**config.mk**
```make
export PLATFORM = sky130hd
export DESIGN_NAME = ultrasonic_scan_controller
export DESIGN_NICKNAME = d
export VERILOG_FILES = /design/src/rtl/ultrasonic_scan_controller.sv
export SDC_FILE = /design/constraint.sdc
export NUM_CORES = 1
export LEC_CHECK = 0
export BUFFER_PORTS_ARGS = -buffer_cell sky130_fd_sc_hd__buf_2
export CAP_MARGIN = 30
export CORE_MARGIN = 2
export CORE_UTILIZATION = 30
export CTS_CLUSTER_SIZE = 28
export DETAILED_ROUTE_END_ITERATION = 8
export HOLD_SLACK_MARGIN = 0.06
export MAX_ROUTING_LAYER = met4
export PLACE_DENSITY = 0.42
export SLEW_MARGIN = 20
export SYNTH_ARGS = -nofsm -noshare
export SYNTH_HDL_FRONTEND = slang
export SYNTH_SLANG_ARGS = --single-unit
export TNS_END_PERCENT = 100
```
**constraint.sdc**
```tcl
create_clock -name clk -period 2.9 [get_ports clk]
set_input_delay 0.145 -clock clk [delete_from_list [all_inputs] [get_ports clk]]
set_output_delay 0.145 -clock clk [all_outputs]
set_load 0.03 [all_outputs]
```
**src/rtl/ultrasonic_scan_controller.sv**
```systemverilog
// Round-robin HC-SR04 ranger scheduler: one sensor at a time,
// trigger, time the echo in microseconds, report, then settle.
module ultrasonic_scan_controller #(
  parameter int NUM_SENSORS = 4,
  parameter int CLK_PER_US  = 100,
  parameter int TRIG_US     = 10,
  parameter int TIMEOUT_US  = 30000,
  parameter int GAP_US      = 10000,
  localparam int IDW = (NUM_SENSORS > 1) ?
                       $clog2(NUM_SENSORS) : 1
) (
  input  logic                   clk,
  input  logic                   reset,
  input  logic                   enable,
  input  logic [NUM_SENSORS-1:0] echo,
  output logic [NUM_SENSORS-1:0] trig,
  output logic [15:0]            dist_us,
  output logic [IDW-1:0]         dist_id,
  output logic                   dist_valid,
  output logic                   dist_timeout,
  output logic                   busy
);

  localparam int PW = (CLK_PER_US > 1) ?
                      $clog2(CLK_PER_US) : 1;
  localparam logic [PW-1:0] PRE_MAX = PW'(CLK_PER_US - 1);
  localparam logic [15:0] TMO      = 16'(TIMEOUT_US);
  localparam logic [15:0] TRIG_END = 16'(TRIG_US - 1);
  localparam logic [15:0] TMO_END  = 16'(TIMEOUT_US - 1);
  localparam logic [15:0] GAP_END  = 16'(GAP_US - 1);
  localparam logic [IDW-1:0] SEL_MAX = IDW'(NUM_SENSORS - 1);
  localparam logic [NUM_SENSORS-1:0] ONE = NUM_SENSORS'(1);

  typedef enum logic [2:0] {
    IDLE,
    TRIG,
    WAIT_RISE,
    MEASURE,
    GAP
  } state_t;

  state_t                 state_q, state_d;
  logic [NUM_SENSORS-1:0] echo_m_q, echo_s_q;
  logic [PW-1:0]          pre_q, pre_d;
  logic [15:0]            us_q, us_d, us_nxt;
  logic [IDW-1:0]         sel_q, sel_d, sel_inc;
  logic [NUM_SENSORS-1:0] trig_q, trig_d;
  logic [15:0]            dist_us_q, dist_us_d;
  logic [IDW-1:0]         dist_id_q, dist_id_d;
  logic                   dist_valid_q, dist_valid_d;
  logic                   dist_to_q, dist_to_d;
  logic                   busy_q, busy_d;
  logic                   tick, echo_sel, go;

  assign tick     = (pre_q == PRE_MAX);
  assign echo_sel = echo_s_q[sel_q];
  assign sel_inc  = (sel_q == SEL_MAX) ? '0 : sel_q + 1'b1;

  // Counter sits at TIMEOUT_US once reached
  always_comb begin
    us_nxt = us_q;
    if (tick && us_q != TMO) us_nxt = us_q + 16'd1;
  end

  always_comb begin
    state_d      = state_q;
    sel_d        = sel_q;
    pre_d        = tick ? '0 : pre_q + 1'b1;
    us_d         = us_nxt;
    trig_d       = trig_q;
    dist_us_d    = dist_us_q;
    dist_id_d    = dist_id_q;
    dist_valid_d = 1'b0;
    dist_to_d    = dist_to_q;
    busy_d       = busy_q;
    go           = 1'b0;
    unique case (state_q)
      IDLE: begin
        if (enable) begin
          state_d = TRIG;
          trig_d  = ONE << sel_q;
          busy_d  = 1'b1;
          go      = 1'b1;
        end
      end
      TRIG: begin
        if (tick && us_q == TRIG_END) begin
          state_d = WAIT_RISE;
          trig_d  = '0;
          go      = 1'b1;
        end
      end
      WAIT_RISE: begin
        if (tick && us_q == TMO_END) begin
          state_d      = GAP;
          dist_us_d    = TMO;
          dist_id_d    = sel_q;
          dist_to_d    = 1'b1;
          dist_valid_d = 1'b1;
          go           = 1'b1;
        end else if (echo_sel) begin
          state_d = MEASURE;
          go      = 1'b1;
        end
      end
      MEASURE: begin
        if (!echo_sel) begin
          state_d      = GAP;
          dist_us_d    = us_nxt;
          dist_id_d    = sel_q;
          dist_to_d    = 1'b0;
          dist_valid_d = 1'b1;
          go           = 1'b1;
        end else if (tick && us_q == TMO_END) begin
          state_d      = GAP;
          dist_us_d    = TMO;
          dist_id_d    = sel_q;
          dist_to_d    = 1'b1;
          dist_valid_d = 1'b1;
          go           = 1'b1;
        end
      end
      GAP: begin
        if (tick && us_q == GAP_END) begin
          sel_d = sel_inc;
          go    = 1'b1;
          if (enable) begin
            state_d = TRIG;
            trig_d  = ONE << sel_inc;
          end else begin
            state_d = IDLE;
            busy_d  = 1'b0;
          end
        end
      end
      default: begin
        state_d = IDLE;
        trig_d  = '0;
        busy_d  = 1'b0;
        go      = 1'b1;
      end
    endcase
    if (go) begin
      pre_d = '0;
      us_d  = '0;
    end
  end

  always_ff @(posedge clk) begin
    if (reset) begin
      state_q      <= IDLE;
      echo_m_q     <= '0;
      echo_s_q     <= '0;
      pre_q        <= '0;
      us_q         <= '0;
      sel_q        <= '0;
      trig_q       <= '0;
      dist_us_q    <= '0;
      dist_id_q    <= '0;
      dist_valid_q <= 1'b0;
      dist_to_q    <= 1'b0;
      busy_q       <= 1'b0;
    end else begin
      state_q      <= state_d;
      echo_m_q     <= echo;
      echo_s_q     <= echo_m_q;
      pre_q        <= pre_d;
      us_q         <= us_d;
      sel_q        <= sel_d;
      trig_q       <= trig_d;
      dist_us_q    <= dist_us_d;
      dist_id_q    <= dist_id_d;
      dist_valid_q <= dist_valid_d;
      dist_to_q    <= dist_to_d;
      busy_q       <= busy_d;
    end
  end

  assign trig         = trig_q;
  assign dist_us      = dist_us_q;
  assign dist_id      = dist_id_q;
  assign dist_valid   = dist_valid_q;
  assign dist_timeout = dist_to_q;
  assign busy         = busy_q;

endmodule

```
==> out/results.txt <==
Yosys mapped a number of flops with a built-in enable equal to 0. The remaining routing DRC violations came out at 0. In this run the tightest slew margin relative to its limit is 56.10%. The floorplan step defined a die boundary enclosing 10500 µm². Post-CTS repair changed the size of 0 cells.

The critical path is of the reg -> reg type. The fraction of final layout cells sized beyond drive strength 1 came out at 20.47%. For the final layout net count, the log shows 345. Final-layout fill cell count: 998. The area growth from synthesis to layout was 15.53%. The kind of path behind the tightest hold check was in -> reg. For the post-synth design cell area, the log shows 2908 µm². Ranked by total cell area, the synthesized netlist is headed by sky130_fd_sc_hd__dfxtp_1, sky130_fd_sc_hd__mux2i_1, sky130_fd_sc_hd__nor4_1, sky130_fd_sc_hd__nor4_2, sky130_fd_sc_hd__nor2_1.

The number of input and output port buffers inserted works out to 31. Buffers added to address setup during post-CTS repair amount to 0. The number of violations reported at the end of detailed-routing iteration 0 came out at 74.

TritonCTS built the clock tree. The congestion estimate from routability-driven global placement came to 0.8034. Summed over all failing endpoints, the final setup total negative slack is 0 ns.

The peak fanout along the critical path is 12, and the global-route congestion overflow total is 0. The number of nets handed over by synthesis was 313. The worst setup path is launched from a flop. For the maximum level of the CTS H-tree, the log shows 3.

By area, the combinational part of the netlist is dominated by simple AND/OR/NAND/NOR gates. At the worst endpoint, the arrival time is 2.66 ns. The number of routed nets with antenna violations is 0. The async set-or-reset flop fraction in the synthesized netlist is 0%. The mean routed wirelength per cell was 14.75 µm; the cell count after synthesis was 301.

Sort of element at the end of the critical path: a flop. The largest single stage delay on the critical path is 0.55 ns. The xor and xnor area share after synthesis was 5.422%. The routed design has 6.872 mm of wire.

The run gives 0 as the diode insertion count for antenna repair. Clock tree synthesis inserted a total of 9 buffers. Leaving out filler cells and counting taps, the final layout contains 466. After layout, the design draws a total of 1.898 mW. Flip-flop cell with the highest count after synthesis: sky130_fd_sc_hd__dfxtp_1. The clock-pin slew on the worst setup and hold paths is 0.07 ns. The synthesized design spends more area on one cell type than any other, namely sky130_fd_sc_hd__dfxtp_1. The area inside the core boundary was 9328 µm².

The top cell type by area accounts for 42.00% of the synthesized area. After Yosys synthesis, and, or, nand and nor cells account for 31.76% of the synthesized area. For this run, the detailed router's first-pass iteration total came to 4. Once detailed placement completed, the half-perimeter wirelength came to 4.714 mm. The flow ran to the end, and the final reports show no timing, DRC or antenna violations. Across the run, the number of max-cap violations was 0. For the number of antenna violations at the first check in global routing, the log shows 0. Synthesis inferred 61 register bits. 32 I/O pins were placed.

The worst clock skew on the final layout was 0.009363 ns; the die extent in y was 102.5 µm. IR analysis of the VDD net gives a maximum drop of 311.8 µV. The tools report the data required time of the worst path as 3.11 ns. The first global-routing pass estimated 11.34 mm of wire. Clock tree synthesis found a total of 61 sinks.

Counting along the longest clock path gives a buffer depth of 2. The portion of netlist area occupied by mux cells came out at 5.293%. The final count of pins violating max slew was 0; the number of vias per cell was 4.916. The transition time at the pin with the least slew margin is 0.6550 ns, and the highest achievable clock rate is 406.8 MHz. The logs give 34 for the largest net degree at the start of global routing and 0 for the total count of hold-check failures in the final report. After floorplanning, the core was divided into 35 placement rows.

The number of global-route vias before repair came out at 2279. The run gives 42.00% as the fraction of the yosys area taken by sequential cells. The tree is rooted in a sky130_fd_sc_hd__clkbuf_8. The average footprint of a synthesized cell is 9.660 µm².

The logs give 0.33 ns for the later-pin clock latency in the skew report and 54 for the number of different library cells in the post-synthesis netlist. Yosys printed 0 warnings. Summing the areas of all compound-gate instances in the mapped netlist gives 8.735% of the synthesized area.

The signal on the critical path passes through ha_1 -> nand3_1 -> or4_1 -> nor3_4 -> or3_1 -> buf_4 -> nor4_1. Summing over every cut layer, the via total after detailed routing is 2291. Of the total synthesized cell area, the portion taken by full adders, half adders and majority gates is 2.151%. The power density relative to cell area came out at 564.8 nW/µm². The slowest stage of the critical path belongs to the cell sky130_fd_sc_hd__or4_1. Global routing used 14.50% of the available tracks across all layers. The final count of negative-setup-slack endpoints is 0.

The final critical path takes up 84.76% of the cycle. The cell total after placement was 447; the static leakage was 1.252 nW. The die is 102.5 µm wide.

The routed design could run at a clock period as short as 2.458 ns. Once the floorplan was initialized, standard cells occupied 31.17% of the core. Setup repair after global routing left no endpoint under its margin.
[logic make-up (layout without fill, tap and decap cells)]
group / Yosys count / count (layout)
AO/OA/AOI/OAI: 35 / 35
multiplexers: 14 / 14
XOR/XNOR: 18 / 18
buffers and inverters: 23 / 59
adder cells (fa/ha/maj): 5 / 5
flip-flops: 61 / 61
AND/OR/NAND/NOR: 145 / 145
[what timing repair did]
action                                 in CTS  in global routing
hold buffers                                4                  0
endpoints found under the hold margin       4                  0
setup endpoints to repair                   0                  0
[cell usage after synthesis, types with 3 or more instances]
| cell type | count |
|---|---|
| sky130_fd_sc_hd__dfxtp_1 | 61 |
| sky130_fd_sc_hd__nor2_1 | 21 |
| sky130_fd_sc_hd__nand2_1 | 19 |
| sky130_fd_sc_hd__nor4_1 | 18 |
| sky130_fd_sc_hd__nor3_1 | 14 |
| sky130_fd_sc_hd__mux2i_1 | 12 |
| sky130_fd_sc_hd__clkbuf_1 | 11 |
| sky130_fd_sc_hd__nor2b_1 | 10 |
| sky130_fd_sc_hd__nand3_1 | 9 |
| sky130_fd_sc_hd__nand4_1 | 9 |
| sky130_fd_sc_hd__o2bb2ai_1 | 9 |
| sky130_fd_sc_hd__xnor2_1 | 9 |
| sky130_fd_sc_hd__xor2_1 | 9 |
| sky130_fd_sc_hd__nor4_2 | 8 |
| sky130_fd_sc_hd__a211oi_1 | 7 |
| sky130_fd_sc_hd__and3_1 | 7 |
| sky130_fd_sc_hd__nand2b_1 | 6 |
| sky130_fd_sc_hd__ha_1 | 5 |
| sky130_fd_sc_hd__o21ai_0 | 5 |
| sky130_fd_sc_hd__inv_1 | 4 |
| sky130_fd_sc_hd__nand3b_1 | 4 |
| sky130_fd_sc_hd__a21oi_1 | 3 |
| sky130_fd_sc_hd__nor4b_1 | 3 |
[critical path: cells and delay by family, from the launching register on]
kind | cells | cell delay (ns)
adders and majority gates | 1 | 0.19
and+or+nand+nor | 5 | 1.49
buffers and inverters | 1 | 0.21
DFF | 1 | 0.43
[path summary, 6_finish.rpt]
check                               from                endpoint  cells after the start  slack [ns]
hold / removal                    enable       busy$_SDFFE_PP0P_                      5        0.24
setup reg to reg      us_q[0]$_SDFF_PP0_     pre_q[6]$_SDFF_PP0_                      7        0.44
setup / recovery      us_q[0]$_SDFF_PP0_     pre_q[6]$_SDFF_PP0_                      7        0.44
hold reg to reg   echo_m_q[0]$_SDFF_PP0_  echo_s_q[0]$_SDFF_PP0_                      1        0.44
[through the flow]
step | cell area [µm²] | utilization, % | setup WS, ns | hold WS [ns]
floorplan | 2908 | - | 0.8365 | 0.2732
global placement | 3142 | 33.68 | 0.4970 | 0.3523
detailed placement | 3142 | 33.68 | 0.4400 | 0.3606
CTS | 3359 | 36.02 | 0.4241 | 0.2157
global route | 3359 | 36.02 | 0.2109 | 0.2703
finish | 3359 | 36.02 | 0.4419 | 0.2359
[placed cells by master (no fill, tap or decap), types with 2 or more instances in the layout]
master	synthesis	routed
sky130_fd_sc_hd__o21a_1	2	2
sky130_fd_sc_hd__buf_4	1	5
sky130_fd_sc_hd__nand2b_1	6	6
sky130_fd_sc_hd__nor4b_1	3	3
sky130_fd_sc_hd__o21ai_0	5	5
sky130_fd_sc_hd__nor3_2	2	2
sky130_fd_sc_hd__dlygate4sd3_1	0	4
sky130_fd_sc_hd__inv_1	4	4
sky130_fd_sc_hd__nand3_1	9	9
sky130_fd_sc_hd__nor4_2	8	8
sky130_fd_sc_hd__clkbuf_1	11	2
sky130_fd_sc_hd__a21oi_1	3	3
sky130_fd_sc_hd__nand4_1	9	9
sky130_fd_sc_hd__buf_2	2	31
sky130_fd_sc_hd__xnor2_1	9	9
sky130_fd_sc_hd__a31oi_1	2	2
sky130_fd_sc_hd__and3_1	7	7
sky130_fd_sc_hd__nor4_1	18	18
sky130_fd_sc_hd__nor2_1	21	21
sky130_fd_sc_hd__or4_4	2	2
sky130_fd_sc_hd__mux2i_1	12	12
sky130_fd_sc_hd__nor2b_1	10	10
sky130_fd_sc_hd__ha_1	5	5
sky130_fd_sc_hd__clkbuf_8	0	12
sky130_fd_sc_hd__xor2_1	9	9
sky130_fd_sc_hd__nand4b_1	2	2
sky130_fd_sc_hd__nand2_1	19	19
sky130_fd_sc_hd__o2bb2ai_1	9	9
sky130_fd_sc_hd__nand3b_1	4	4
sky130_fd_sc_hd__dfxtp_1	61	61
sky130_fd_sc_hd__nor3_1	14	14
sky130_fd_sc_hd__a211oi_1	7	7
[area by class of cell]
type / instances / area [µm²] / share of cell area, %
sequential: 61 / 1221 / 36.35
timing repair buffer: 40 / 232.7 / 6.927
inverter: 4 / 15.01 / 0.4469
clock buffer: 14 / 172.7 / 5.140
multi-input combinational: 217 / 1551 / 46.18
clock inverter: 1 / 5.005 / 0.1490
tap: 129 / 161.4 / 4.804
[flip-flops by register name, summed over array words and instances, names as in the netlist, 2 cells and up]
name	count
echo_s_q	4
sel_q	2
dist_id	2
pre_q	7
state_q	3
trig	4
us_q	16
echo_m_q	4
dist_us	16
[metal layers]
metal / wire length, µm / GRT usage (%) / vias up
met1: 3447 / 19.11 / 1078
met5: 0 / - / -
met3: 202 / 3.830 / 8
met4: 87 / 4.923 / 0
met2: 3136 / 21.47 / 34
li1: - / - / 1171
[where the power goes]
group	switching, mW	leakage [nW]	internal, mW
logic	0.204	0.665	0.101
clock network	0.316	0.0926	0.375
registers	0.0308	0.494	0.872
total	0.550	1.25	1.35
(Power assumes the default switching activity.)
